===== config.mk =====
export PLATFORM = sky130hd
export DESIGN_NAME = uplus_40g_axis_tx_gen_flat
export DESIGN_NICKNAME = d
export VERILOG_FILES = /design/src/rtl/uplus_40g_eth_pkg.sv /design/src/rtl/uplus_40g_axis_tx_gen_if.sv /design/src/rtl/uplus_40g_tx_beat_builder.sv /design/src/rtl/uplus_40g_axis_tx_gen.sv /design/src/flat_wrapper.sv
export SDC_FILE = /design/constraint.sdc
export NUM_CORES = 1
export LEC_CHECK = 0
export CORE_ASPECT_RATIO = 1.75
export CORE_UTILIZATION = 49
export CTS_BUF_LIST = sky130_fd_sc_hd__clkbuf_2
export CTS_CLUSTER_SIZE = 16
export DETAILED_ROUTE_END_ITERATION = 10
export GPL_TIMING_DRIVEN = 0
export HOLD_SLACK_MARGIN = 0.12
export PLACE_DENSITY_LB_ADDON = 0.15
export SYNTH_ARGS = -nofsm -noshare
export SYNTH_HDL_FRONTEND = slang
export SYNTH_HIERARCHICAL = 1
export SYNTH_SLANG_ARGS = --single-unit
export TNS_END_PERCENT = 10

===== constraint.sdc =====
create_clock -name i_clk -period 5 [get_ports i_clk]
set_clock_uncertainty 0.1 [all_clocks]
set_input_delay 0.75 -clock i_clk [delete_from_list [all_inputs] [get_ports i_clk]]
set_output_delay 0.75 -clock i_clk [all_outputs]
set_load 0.005 [all_outputs]

===== src/rtl/uplus_40g_eth_pkg.sv =====
// rtl/uplus_40g_eth_pkg.sv - shared constants, FSM states and keep-mask helper for the 40G tx generator
package uplus_40g_eth_pkg;
   localparam int C_AXIS_DW        = 256;
   localparam int C_AXIS_KW        = 32;
   localparam int C_BYTES_PER_BEAT = 32;

   typedef enum logic [2:0] {
      IDLE,
      LOAD,
      SEND,
      GAP,
      DONE
   } tx_state_e;

   // A zero remainder means the final beat is completely full.
   function automatic logic [C_AXIS_KW-1:0] keep_mask(input logic [4:0] remainder);
      logic [C_AXIS_KW-1:0] mask;
      if (remainder == 5'd0) begin
         mask = '1;
      end else begin
         mask = (32'd1 << remainder) - 32'd1;
      end
      return mask;
   endfunction
endpackage


===== src/rtl/uplus_40g_axis_tx_gen_if.sv =====
// rtl/uplus_40g_axis_tx_gen_if.sv - tx AXI-Stream bundle between the frame generator and the MAC
interface uplus_40g_axis_tx_gen_if;
   import uplus_40g_eth_pkg::*;

   logic                 tvalid;
   logic                 tready;
   logic [C_AXIS_DW-1:0] tdata;
   logic                 tuser;
   logic [C_AXIS_KW-1:0] tkeep;
   logic                 tlast;

   modport master (output tvalid, tdata, tuser, tkeep, tlast, input tready);
   modport slave  (input tvalid, tdata, tuser, tkeep, tlast, output tready);
endinterface


===== src/rtl/uplus_40g_tx_beat_builder.sv =====
// rtl/uplus_40g_tx_beat_builder.sv - maps header/sequence/payload bytes onto one 32-byte beat
module uplus_40g_tx_beat_builder
   import uplus_40g_eth_pkg::*;
#(
   parameter logic [47:0] P_DST_MAC  = 48'hFFFF_FFFF_FFFF,
   parameter logic [47:0] P_SRC_MAC  = 48'h0A01_0203_0405,
   parameter logic [15:0] P_ETH_TYPE = 16'h88B5
) (
   input  logic [9:0]           beat_idx,
   input  logic [15:0]          seq,
   input  logic [14:0]          len,
   output logic [C_AXIS_DW-1:0] tdata,
   output logic [C_AXIS_KW-1:0] tkeep
);
   logic [127:0] hdr;
   logic [14:0]  last_idx;
   logic [14:0]  k;

   assign hdr      = {P_DST_MAC, P_SRC_MAC, P_ETH_TYPE, seq};
   assign last_idx = (len - 15'd1) >> 5;

   // Frame byte 0 sits in the top byte of hdr; payload bytes carry their own offset.
   always_comb begin
      tkeep = (last_idx == {5'd0, beat_idx}) ? keep_mask(len[4:0]) : '1;
      tdata = '0;
      k     = '0;
      for (int i = 0; i < C_BYTES_PER_BEAT; i++) begin
         k = {beat_idx, i[4:0]};
         if (tkeep[i]) begin
            if (k < 15'd16) begin
               tdata[8*i +: 8] = hdr[8*(15 - int'(k[3:0])) +: 8];
            end else begin
               tdata[8*i +: 8] = k[7:0];
            end
         end
      end
   end
endmodule


===== src/rtl/uplus_40g_axis_tx_gen.sv =====
// rtl/uplus_40g_axis_tx_gen.sv - AXI-Stream Ethernet test frame generator for the 40G MAC tx port
module uplus_40g_axis_tx_gen
   import uplus_40g_eth_pkg::*;
#(
   parameter logic [7:0]  P_MIN_LENGTH = 8'd64,
   parameter logic [14:0] P_MAX_LENGTH = 15'd9600,
   parameter logic [47:0] P_DST_MAC    = 48'hFFFF_FFFF_FFFF,
   parameter logic [47:0] P_SRC_MAC    = 48'h0A01_0203_0405,
   parameter logic [15:0] P_ETH_TYPE   = 16'h88B5,
   parameter logic [7:0]  P_IFG_CYCLES = 8'd0
) (
   input  logic        i_clk,
   input  logic        i_rst,
   input  logic        i_start,
   input  logic        i_stop,
   input  logic [14:0] i_pkt_len,
   input  logic [15:0] i_pkt_num,
   output logic        o_busy,
   output logic        o_done,
   output logic [31:0] o_pkt_cnt,
   uplus_40g_axis_tx_gen_if.master tx_axis
);
   tx_state_e            state, state_nxt;
   logic [14:0]          len_r, len_c;
   logic [9:0]           beats_r, beat_idx;
   logic [15:0]          seq, pkt_num_r;
   logic [7:0]           gap_cnt;
   logic                 stop_r, accept, last_beat, frame_end, run_end;
   logic [C_AXIS_DW-1:0] beat_data;
   logic [C_AXIS_KW-1:0] beat_keep;

   always_comb begin
      if (i_pkt_len < {7'd0, P_MIN_LENGTH}) begin
         len_c = {7'd0, P_MIN_LENGTH};
      end else if (i_pkt_len > P_MAX_LENGTH) begin
         len_c = P_MAX_LENGTH;
      end else begin
         len_c = i_pkt_len;
      end
   end

   assign accept    = tx_axis.tvalid && tx_axis.tready;
   assign last_beat = (beat_idx == beats_r - 10'd1);
   assign frame_end = accept && last_beat;
   // Quota mode ignores stop; continuous mode ends only at a frame boundary.
   assign run_end   = (pkt_num_r != 16'd0) ? (o_pkt_cnt + 32'd1 == {16'd0, pkt_num_r})
                                           : (stop_r || i_stop);

   always_comb begin
      state_nxt      = state;
      o_busy         = 1'b0;
      o_done         = 1'b0;
      tx_axis.tvalid = 1'b0;
      unique case (state)
         IDLE: if (i_start) state_nxt = LOAD;
         LOAD: begin
            o_busy    = 1'b1;
            state_nxt = SEND;
         end
         SEND: begin
            o_busy         = 1'b1;
            tx_axis.tvalid = 1'b1;
            if (frame_end) begin
               if (run_end)                     state_nxt = DONE;
               else if (P_IFG_CYCLES == 8'd0)   state_nxt = LOAD;
               else                             state_nxt = GAP;
            end
         end
         GAP: begin
            o_busy = 1'b1;
            if (gap_cnt == P_IFG_CYCLES - 8'd1) state_nxt = LOAD;
         end
         DONE: begin
            o_done    = 1'b1;
            state_nxt = IDLE;
         end
         default: state_nxt = IDLE;
      endcase
   end

   always_ff @(posedge i_clk) begin
      if (i_rst) begin
         state     <= IDLE;
         len_r     <= '0;
         beats_r   <= '0;
         beat_idx  <= '0;
         seq       <= '0;
         pkt_num_r <= '0;
         o_pkt_cnt <= '0;
         gap_cnt   <= '0;
         stop_r    <= 1'b0;
      end else begin
         state  <= state_nxt;
         stop_r <= (state == IDLE) ? 1'b0 : (stop_r | i_stop);
         case (state)
            IDLE: if (i_start) begin
               pkt_num_r <= i_pkt_num;
               o_pkt_cnt <= '0;
               seq       <= '0;
            end
            LOAD: begin
               len_r    <= len_c;
               beats_r  <= 10'((len_c + 15'd31) >> 5);
               beat_idx <= '0;
            end
            SEND: if (accept) begin
               if (last_beat) begin
                  o_pkt_cnt <= o_pkt_cnt + 32'd1;
                  seq       <= seq + 16'd1;
                  gap_cnt   <= '0;
               end else begin
                  beat_idx <= beat_idx + 10'd1;
               end
            end
            GAP: gap_cnt <= gap_cnt + 8'd1;
            default: ;
         endcase
      end
   end

   uplus_40g_tx_beat_builder #(
      .P_DST_MAC  (P_DST_MAC),
      .P_SRC_MAC  (P_SRC_MAC),
      .P_ETH_TYPE (P_ETH_TYPE)
   ) u_beat_builder (
      .beat_idx (beat_idx),
      .seq      (seq),
      .len      (len_r),
      .tdata    (beat_data),
      .tkeep    (beat_keep)
   );

   assign tx_axis.tdata = tx_axis.tvalid ? beat_data : '0;
   assign tx_axis.tkeep = tx_axis.tvalid ? beat_keep : '0;
   assign tx_axis.tlast = tx_axis.tvalid && last_beat;
   assign tx_axis.tuser = 1'b0;
endmodule


===== src/flat_wrapper.sv =====
// flat-port wrapper written by rule: the top's interface ports become plain ports
module uplus_40g_axis_tx_gen_flat import uplus_40g_eth_pkg::*;
#(
   parameter logic [7:0]  P_MIN_LENGTH = 8'd64,
   parameter logic [14:0] P_MAX_LENGTH = 15'd9600,
   parameter logic [47:0] P_DST_MAC    = 48'hFFFF_FFFF_FFFF,
   parameter logic [47:0] P_SRC_MAC    = 48'h0A01_0203_0405,
   parameter logic [15:0] P_ETH_TYPE   = 16'h88B5,
   parameter logic [7:0]  P_IFG_CYCLES = 8'd0
)
  (i_clk, i_rst, i_start, i_stop, i_pkt_len, i_pkt_num, o_busy, o_done, o_pkt_cnt, tx_axis_tvalid, tx_axis_tdata, tx_axis_tuser, tx_axis_tkeep, tx_axis_tlast, tx_axis_tready);
  uplus_40g_axis_tx_gen_if tx_axis_i ();
  input  logic i_clk;
  input  logic i_rst;
  input  logic i_start;
  input  logic i_stop;
  input  logic [14:0] i_pkt_len;
  input  logic [15:0] i_pkt_num;
  output logic o_busy;
  output logic o_done;
  output logic [31:0] o_pkt_cnt;
  output wire logic [$bits(tx_axis_i.tvalid)-1:0] tx_axis_tvalid;
  output wire logic [$bits(tx_axis_i.tdata)-1:0] tx_axis_tdata;
  output wire logic [$bits(tx_axis_i.tuser)-1:0] tx_axis_tuser;
  output wire logic [$bits(tx_axis_i.tkeep)-1:0] tx_axis_tkeep;
  output wire logic [$bits(tx_axis_i.tlast)-1:0] tx_axis_tlast;
  input wire logic [$bits(tx_axis_i.tready)-1:0] tx_axis_tready;
  assign tx_axis_tvalid = tx_axis_i.tvalid;
  assign tx_axis_tdata = tx_axis_i.tdata;
  assign tx_axis_tuser = tx_axis_i.tuser;
  assign tx_axis_tkeep = tx_axis_i.tkeep;
  assign tx_axis_tlast = tx_axis_i.tlast;
  assign tx_axis_i.tready = tx_axis_tready;
  uplus_40g_axis_tx_gen #(.P_MIN_LENGTH(P_MIN_LENGTH), .P_MAX_LENGTH(P_MAX_LENGTH), .P_DST_MAC(P_DST_MAC), .P_SRC_MAC(P_SRC_MAC), .P_ETH_TYPE(P_ETH_TYPE), .P_IFG_CYCLES(P_IFG_CYCLES)) u_core (.i_clk(i_clk), .i_rst(i_rst), .i_start(i_start), .i_stop(i_stop), .i_pkt_len(i_pkt_len), .i_pkt_num(i_pkt_num), .o_busy(o_busy), .o_done(o_done), .o_pkt_cnt(o_pkt_cnt), .tx_axis(tx_axis_i));
endmodule

=== Yosys cells after proc, flatten, opt, wreduce, memory -nomap -nowiden ===
Cells that the tools add are included.

* Shift operators: 1
* Equal/unequal tests: 14
* Mux-type cells: 93
* Reductions and logical operators: 17
* Add/sub/neg operators: 8
* Bitwise gates (word level): 1
* Magnitude comparators: 34

{| class="wikitable"
|+ Operators by type and width
! operator !! number
|-
| 8-bit 2-to-1 mux || 66
|-
| 15-bit by 5-bit less-than comparator with 1-bit output, second input constant || 32
|-
| 256-bit 2-to-1 mux || 1
|-
| 32-bit 2-to-1 mux || 6
|-
| 32-bit one-hot mux with 2 select lines || 1
|-
| 16-bit 2-to-1 mux || 3
|-
| 32-bit by 1-bit adder with 32-bit output, second input constant || 1
|-
| 32-bit by 16-bit == test with 1-bit output || 1
|-
| 16-bit one-hot mux with 2 select lines || 1
|-
| 1-bit by 5-bit left shift with 32-bit output, first input constant || 1
|-
| 32-bit by 1-bit subtractor with 32-bit output, second input constant || 1
|-
| 15-bit 2-to-1 mux || 2
|-
| 10-bit == test || 2
|-
| 10-bit 2-to-1 mux || 2
|-
| 10-bit one-hot mux with 2 select lines || 1
|-
| 16-bit by 1-bit adder with 16-bit output, second input constant || 1
|-
| 8-bit one-hot mux with 2 select lines || 1
|-
| 16-bit nonzero test || 1
|-
| 15-bit by 5-bit adder with 15-bit output, second input constant || 1
|-
| 15-bit by 14-bit greater-than comparator with 1-bit output, second input constant || 1
|-
| 15-bit by 7-bit less-than comparator with 1-bit output, second input constant || 1
|-
| 15-bit by 1-bit subtractor with 15-bit output, second input constant || 1
|-
| 3-bit 2-to-1 mux || 4
|-
| 3-bit one-hot mux with 4 select lines || 1
|-
| other kinds (21) || 35
|}

* Register bits: 111
* Input port bits: 36
* Logic and storage cells: 177
* Output and inout bits: 325

=== Depth between registers and ports, before layout ===
Gate-level depths: netlist (run 1).

* Word-level depth: 6
* Depth in mapped cells: 16
* Gate-level depth less buffers: 11

=== Cells and area by module ===
Netlist (run 1), hierarchy kept.

{| class="wikitable"
|+ By module, submodules not included
! module !! times used !! seq. area each (um^2) !! cells each !! area each (um^2)
|-
| uplus_40g_axis_tx_gen || 1 || 2222.1 || 1139 || 8514.4
|-
| uplus_40g_tx_beat_builder || 1 || 0.0 || 521 || 3194.3
|}

=== Worst setup path after synthesis (run 1) ===
OpenSTA, ideal clock, no wires.

* Kind: register to output
* Start point: reg u_core.len_r[0]
* End point: out tx_axis_tdata[33]
* Buffers on the path: 5
* Data required time: 4.150 ns
* Slack: 0.914 ns
* Data arrival time: 3.236 ns
* Cell stages (with the launch flop): 16
* Path through: dfxtp_1 -> clkbuf_1 -> or3_1 -> clkbuf_1 -> nor2_1 -> inv_1 -> clkbuf_1 -> ha_1 -> clkbuf_1 -> inv_1 -> o21ai_0 -> nand3_1 -> nor4b_1 -> nor2_1 -> buf_4 -> and2_1

* Word-level cells in the longest chain between the ends: 6
* Elaborated cells on any way between the ends: 9
* Those cells by class: 2 x add/sub; 1 x eq/ne; 1 x shift; 4 x mux; 1 x reduce/logical

{| class="wikitable"
|+ Ends and longest elaborated chain
! element !! RTL line !! text
|-
| from (decl) || uplus_40g_axis_tx_gen.sv:24 || <nowiki>logic [14:0] len_r, len_c;</nowiki>
|-
| from (signal assigned) || uplus_40g_axis_tx_gen.sv:102 || <nowiki>len_r <= len_c;</nowiki>
|-
| 1-bit by 5-bit left shift with 32-bit output || uplus_40g_eth_pkg.sv:21 || <nowiki>mask = (32'd1 << remainder) - 32'd1;</nowiki>
|-
| 32-bit by 1-bit subtractor with 32-bit output || uplus_40g_eth_pkg.sv:21 ||
|-
| 32-bit 2-to-1 mux || uplus_40g_eth_pkg.sv:18 || <nowiki>if (remainder == 5'd0) begin</nowiki>
|-
| 32-bit 2-to-1 mux * || uplus_40g_tx_beat_builder.sv:24 || <nowiki>tkeep = (last_idx == {5'd0, beat_idx}) ? keep_mask(len[4:0]) : '1;</nowiki>
|-
| 8-bit 2-to-1 mux * || uplus_40g_tx_beat_builder.sv:29 || <nowiki>if (tkeep[i]) begin</nowiki>
|-
| via u_core.beat_data[33] || uplus_40g_axis_tx_gen.sv:29 || <nowiki>logic [C_AXIS_DW-1:0] beat_data;</nowiki>
|-
| 256-bit 2-to-1 mux * || uplus_40g_axis_tx_gen.sv:133 || <nowiki>assign tx_axis.tdata = tx_axis.tvalid ? beat_data : '0;</nowiki>
|-
| to (decl) || flat_wrapper.sv:23 || <nowiki>output wire logic [$bits(tx_axis_i.tdata)-1:0] tx_axis_tdata;</nowiki>
|}

The timed path passes the listed nets; every way through them passes the cells marked *.

=== Worst setup path in the final report (run 1) ===
* Start point: reg u_core.len_r[3]
* End point: out tx_axis_tdata[53]

The elaborated chain is that of the path after synthesis.

==> metrics.yaml, run 1 <==
synthDistinctLibCells: 76
status: "finished, violations left"
ant_nets: 0
rsz0062_at_grt: "yes"
place_area_mm2: 0.0154
clockBufferDepth: 2
dr.pass1.iters: 6
numCtsBuffers: 9
crit_type: "register to output pin"
core_area_mm2: 0.0234
p_leak_nw: 7.76
hold_ws_ps: 323
drive_above_1_share_pct: 14.9
cts_max_level: 3
synth_warnings: 6
grt_pass1_wl_mm: 70.9
ys_seq_area_share_pct: 19.0
cts_sinks: 111
die_w_um: 119
track_usage_pct: 37.6
drt-wirelength-per-cell_um: 20.5
synth_most_common_cell: "and2_1"
cp-start-kind: "register"
min_period_ps: 5070
irDropWorstVdd_mv: 0.177
max-slew-margin-rel_pct: 41.0
area_growth_pct: 40.3
ios: 361
port_buffers: 310
min_period_over_period_pct: 101
grt_max_degree: 19
yosys-top-cells-area: "dfxtp_1 19%, and2_1 16%, buf_4 9.1%, nand2_1 4.9%, a21oi_1 4.1%"
cp_data_required_time_ps: 4150
syn_inst: 1660
maxCapViolations: 0
yosysTopAreaCell: "dfxtp_1"
synth-seq-cells: 111
arrival_ps: 4220
worstPathMaxFanout: 6
report.final.slew_viol_count: 0
clkLatencyLatePin_ps: 710
violations: "setup timing"
max_clock_freq_mhz: 197
synth_edf_count: 0
tightest_slew_ps: 879
synthTopCellsByCount: "295 x and2_1, 153 x nand2_1, 142 x buf_4"
syn_area_per_cell_um2: 7.05
min_path_type: "input pin to register"
cts_tree: "built"
syn_area_mm2: 0.0117
die_h_um: 206
clkTransAtPathRegs_ps: 330
stdcell_area_mm2: 0.0164
first_global_vias: 12700
async_flop_share_pct: 0
grt_overflow: 0
die_area_mm2: 0.0245
fill_cells: 2087
nets: 2094
routed_wl_mm: 48.4
first_iter_violations: 1053
gp_congestion: 1.01
initial_core_util_pct: 50.0
detail_route.vias_per_cell: 5.75
ys.flop_type: "dfxtp_1"
drc: 0
dp_hpwl_mm: 38.1
hold_viol: 0
power_density_mw_per_mm2: 165
synth_top_area_share_pct: 19.0
finalSetupViolCount: 13
rows: 74
cts_root_buffer: "clkbuf_2"
fin_ws_ps: -67.2
dr_total_vias: 13600
grt_antenna_before_repair: 1
critPathCaptureType: "output pin"
==> layout by cell type (no fill, tap or decap), drive strengths merged, types with 23 or more instances in the layout <==
cell type,instances
inv,24
clkdlybuf4s50,217
clkbuf,107
or3,27
xnor2,41
a21boi,66
dfxtp,111
o21ai,47
mux2i,24
buf,201
nor2,96
nand3,49
nand4,27
nand2,153
nor3,33
a211oi,23
and2,296
a21oi,96
dlymetal6s2s,76
conb,50
==> final timing paths <==
check                      start                  end  slack (ps)  cells past startpoint
min reg2reg  u_core/pkt_num_r[4]  u_core/pkt_num_r[4]         400                      2
max reg2reg  u_core/o_pkt_cnt[0]      u_core/state[0]        1250                      8
max              u_core/len_r[3]    tx_axis_tdata[53]         -70                      9
min                 i_pkt_len[8]      u_core/len_r[8]         320                      3
==> what timing repair did <==
item	CTS	global route
resized for setup	106	140
hold buffers	0	0
gates cloned	0	1
pin swaps	10	12
endpoints found under the setup margin	232	232
setup buffers	16	13
==> where the power goes <==
part           total (mW)  switching (mW)  internal, mW
clock network       0.400           0.329        0.0712
logic                1.35           0.723         0.630
registers           0.962          0.0424         0.919
==> metal layers <==
metal	global-route usage [%]	wire length, um	up-vias
met5	0	0	-
met4	32.4	4280	0
met3	6.93	3210	238
met2	71.3	25100	702
met1	34.2	15900	6286
li1	-	-	6359
==> cells by family after synthesis <==
family | synth area share (%)
multiplexers | 2.05
XOR/XNOR | 4.64
other | 0.0962
AND/OR/NAND/NOR | 37.3
adder cells (fa/ha/maj) | 0.641
buffers and inverters | 14.3
flip-flops | 19.0
AO/OA/AOI/OAI | 21.9
==> area by class of cell <==
| class | instances | area [um2] | area share, % |
|---|---|---|---|
| Multi-Input combinational cell | 1300 | 8370 | 50.9 |
| Timing Repair Buffer | 340 | 3540 | 21.6 |
| Sequential cell | 111 | 2240 | 13.6 |
| Buffer | 267 | 1720 | 10.4 |
| Tap cell | 304 | 380 | 2.32 |
| Inverter | 23 | 86.3 | 0.526 |
| Clock buffer | 10 | 50.0 | 0.305 |
| Clock inverter | 5 | 43.8 | 0.267 |
| Antenna cell | 1 | 2.50 | 0.0152 |
==> critical path: stages, from the launching register on <==
cell,delay [ps]
dfxtp_4,420
or4_4,600
o311a_4,390
nor4bb_4,370
o2111ai_4,240
buf_6,200
nor4_4,430
and2b_1,230
and2_1,160
clkdlybuf4s50_1,450
==> stage by stage <==
| stage | setup WS [ps] | TNS, ps | total power, mW | utilization (%) | instances |
|---|---|---|---|---|---|
| after CTS | -112 | -1350 | 2.67 | 67.9 | 2346 |
| after detailed placement | -949 | -80010 | 2.21 | 65.7 | 2321 |
| after global routing | -163 | -6090 | 2.85 | 70.1 | 2361 |
| after global placement | -1570 | -93850 | 2.20 | 65.6 | 2321 |
| final | -67.2 | -358 | 2.72 | 70.1 | 2361 |
| after floorplan | 914 | 0 | 1.64 | - | 1707 |
==> sequential cells by signal, summed over array words and instances, names as in the netlist <==
register          count
u_core/len_r         15
u_core/o_pkt_cnt     32
u_core/seq           16
u_core/beat_idx      10
u_core/beats_r       10
u_core/gap_cnt        8
u_core/stop_r         1
u_core/pkt_num_r     16
u_core/state          3
(Power assumes the default switching activity.)
==> run 2: changes to the inputs <==
CELL_PAD_IN_SITES_DETAIL_PLACEMENT = 0   (was unset)
CELL_PAD_IN_SITES_GLOBAL_PLACEMENT = 1   (was unset)
CORE_UTILIZATION = 34   (was 49)
==> metrics.yaml, run 2 (synthesis gave the netlist of run 1 again) <==
min_path_type: "input pin to register"
cts_max_level: 3
arrival_ps: 4130
grt_max_degree: 20
finalSetupViolCount: 0
worstPathMaxFanout: 6
min_period_over_period_pct: 99.6
ant_nets: 0
met2_usage_pct: 60.4
tns_ps: 0
die_h_um: 247
die_area_mm2: 0.0352
clkLatencyLatePin_ps: 700
fill_cells: 3536
track_usage_pct: 28.6
top_usage_layer: "met2"
grt_pass1_wl_mm: 75.8
tightest_slew_ps: 1270
cp-start-kind: "register"
cts_tree: "built"
max-slew-margin-rel_pct: 14.5
mostFrequentLayoutCell: "and2_1"
initial_core_util_pct: 34.6
detail_route.vias_per_cell: 5.15
ios: 361
grt_antenna_before_repair: 1
max_clock_freq_mhz: 201
irDropWorstVdd_mv: 0.147
die_w_um: 142
crit_type: "register to output pin"
cts_sinks: 111
final_cell_mix: "294 x and2_1, 212 x clkdlybuf4s50_1, 166 x buf_4"
rows: 89
core_area_mm2: 0.0339
grt_use_met3_pct: 3.57
cts_root_buffer: "clkbuf_2"
dp_hpwl_mm: 41.9
regMostFlops: "u_core/o_pkt_cnt"
clkTransAtPathRegs_ps: 290
rsz0062_at_grt: "yes"
cp_data_required_time_ps: 4150
drt-wirelength-per-cell_um: 20.5
largest_reg_flops: 32
routed_wl_mm: 51.5
multi_input_area_mm2: 0.00837
drc: 0
met1_usage_pct: 25.6
top_regs: "u_core/o_pkt_cnt x32, u_core/pkt_num_r x16, u_core/seq x16"
maxCapViolations: 0
status: "completed"
clockBufferDepth: 2
dr_total_vias: 12900
first_global_vias: 12500
final-seq-area_mm2: 0.00224
hold_viol: 0
first_iter_violations: 580
hold_buffers: 0
numCtsBuffers: 9
gp_congestion: 0.936
grt_overflow: 0
dr.pass1.iters: 7
min_period_ps: 4980
area_growth_pct: 42.3
report.final.slew_viol_count: 0
critPathCaptureType: "output pin"
port_buffers: 310
drive_above_1_share_pct: 15.3
nets: 2091
fin_util_pct: 49.2
power_density_mw_per_mm2: 164
p_leak_nw: 7.96
## run 2: changes by cell type in the layout (fill, tap and decap cells not counted), moves of 5 or more
cell             before  now
dlymetal6s2s_1       76   90
a21boi_0             60   52
a21boi_1              5   13
dlygate4sd2_1        16    8
clkdlybuf4s50_1     217  212
## run 2: report_power, final
group          total (mW)  leakage [nW]  switching [mW]  internal, mW
clock network       0.417        0.0675           0.343        0.0742
logic                1.36          6.99           0.726         0.632
registers           0.960         0.904          0.0403         0.920
total                2.73          7.96            1.11          1.63
## run 2: layout make-up
cell class | count | area share, %
multi-input combinational | 1300 | 50.2
clock buffer | 9 | 0.270
tap | 455 | 3.42
timing repair buffer | 340 | 21.6
buffer | 264 | 10.2
inverter | 23 | 0.541
antenna | 1 | 0.0150
clock inverter | 7 | 0.323
sequential | 111 | 13.5
## run 2: per-layer routing
layer / share of wire, % / up-vias
met1: 33 / 6043
met4: 5.1 / 0
li1: - / 6337
met2: 58 / 434
met5: 0 / -
met3: 4.2 / 109
## run 2: what timing repair did
| action | 4_1_cts | 5_1_grt |
|---|---|---|
| resized for setup | 107 | 156 |
| pin swaps | 13 | 6 |
| setup buffers | 23 | 5 |
| cloned | 0 | 2 |
| endpoints found under the setup margin | 233 | 222 |
## run 2: final timing paths
kind	from	to	slack, ps	cells past startpoint
hold reg to reg	u_core/pkt_num_r[14]	u_core/pkt_num_r[14]	400	2
hold / removal	i_pkt_len[8]	u_core/len_r[8]	340	3
setup / recovery	u_core/len_r[6]	tx_axis_tdata[25]	20	12
setup reg to reg	u_core/o_pkt_cnt[0]	u_core/state[0]	900	9
## run 2: metrics by stage
step	instance area [um2]	std cells	hold WS [ps]	power (mW)	worst slack, ps
6_report	16700	2510	343	2.73	22.2
5_1_grt	16700	2510	293	2.90	-170
4_1_cts	16200	2505	277	2.74	-96.2
3_5_place_dp	15600	2472	366	2.24	-1520
3_3_place_gp	15600	2472	358	2.23	-1600
2_1_floorplan	11900	1707	341	1.64	914
## run 2: critical path: stages (launching register included)
cell and delay (ps):
dfxtp_4 410, or4_4 560, or4_4 540, nand3b_1 150
o2111ai_4 140, nor4_4 310, buf_6 180, buf_6 140
buf_12 140, nand3_2 110, buf_4 180, and2_1 130
clkdlybuf4s50_1 450
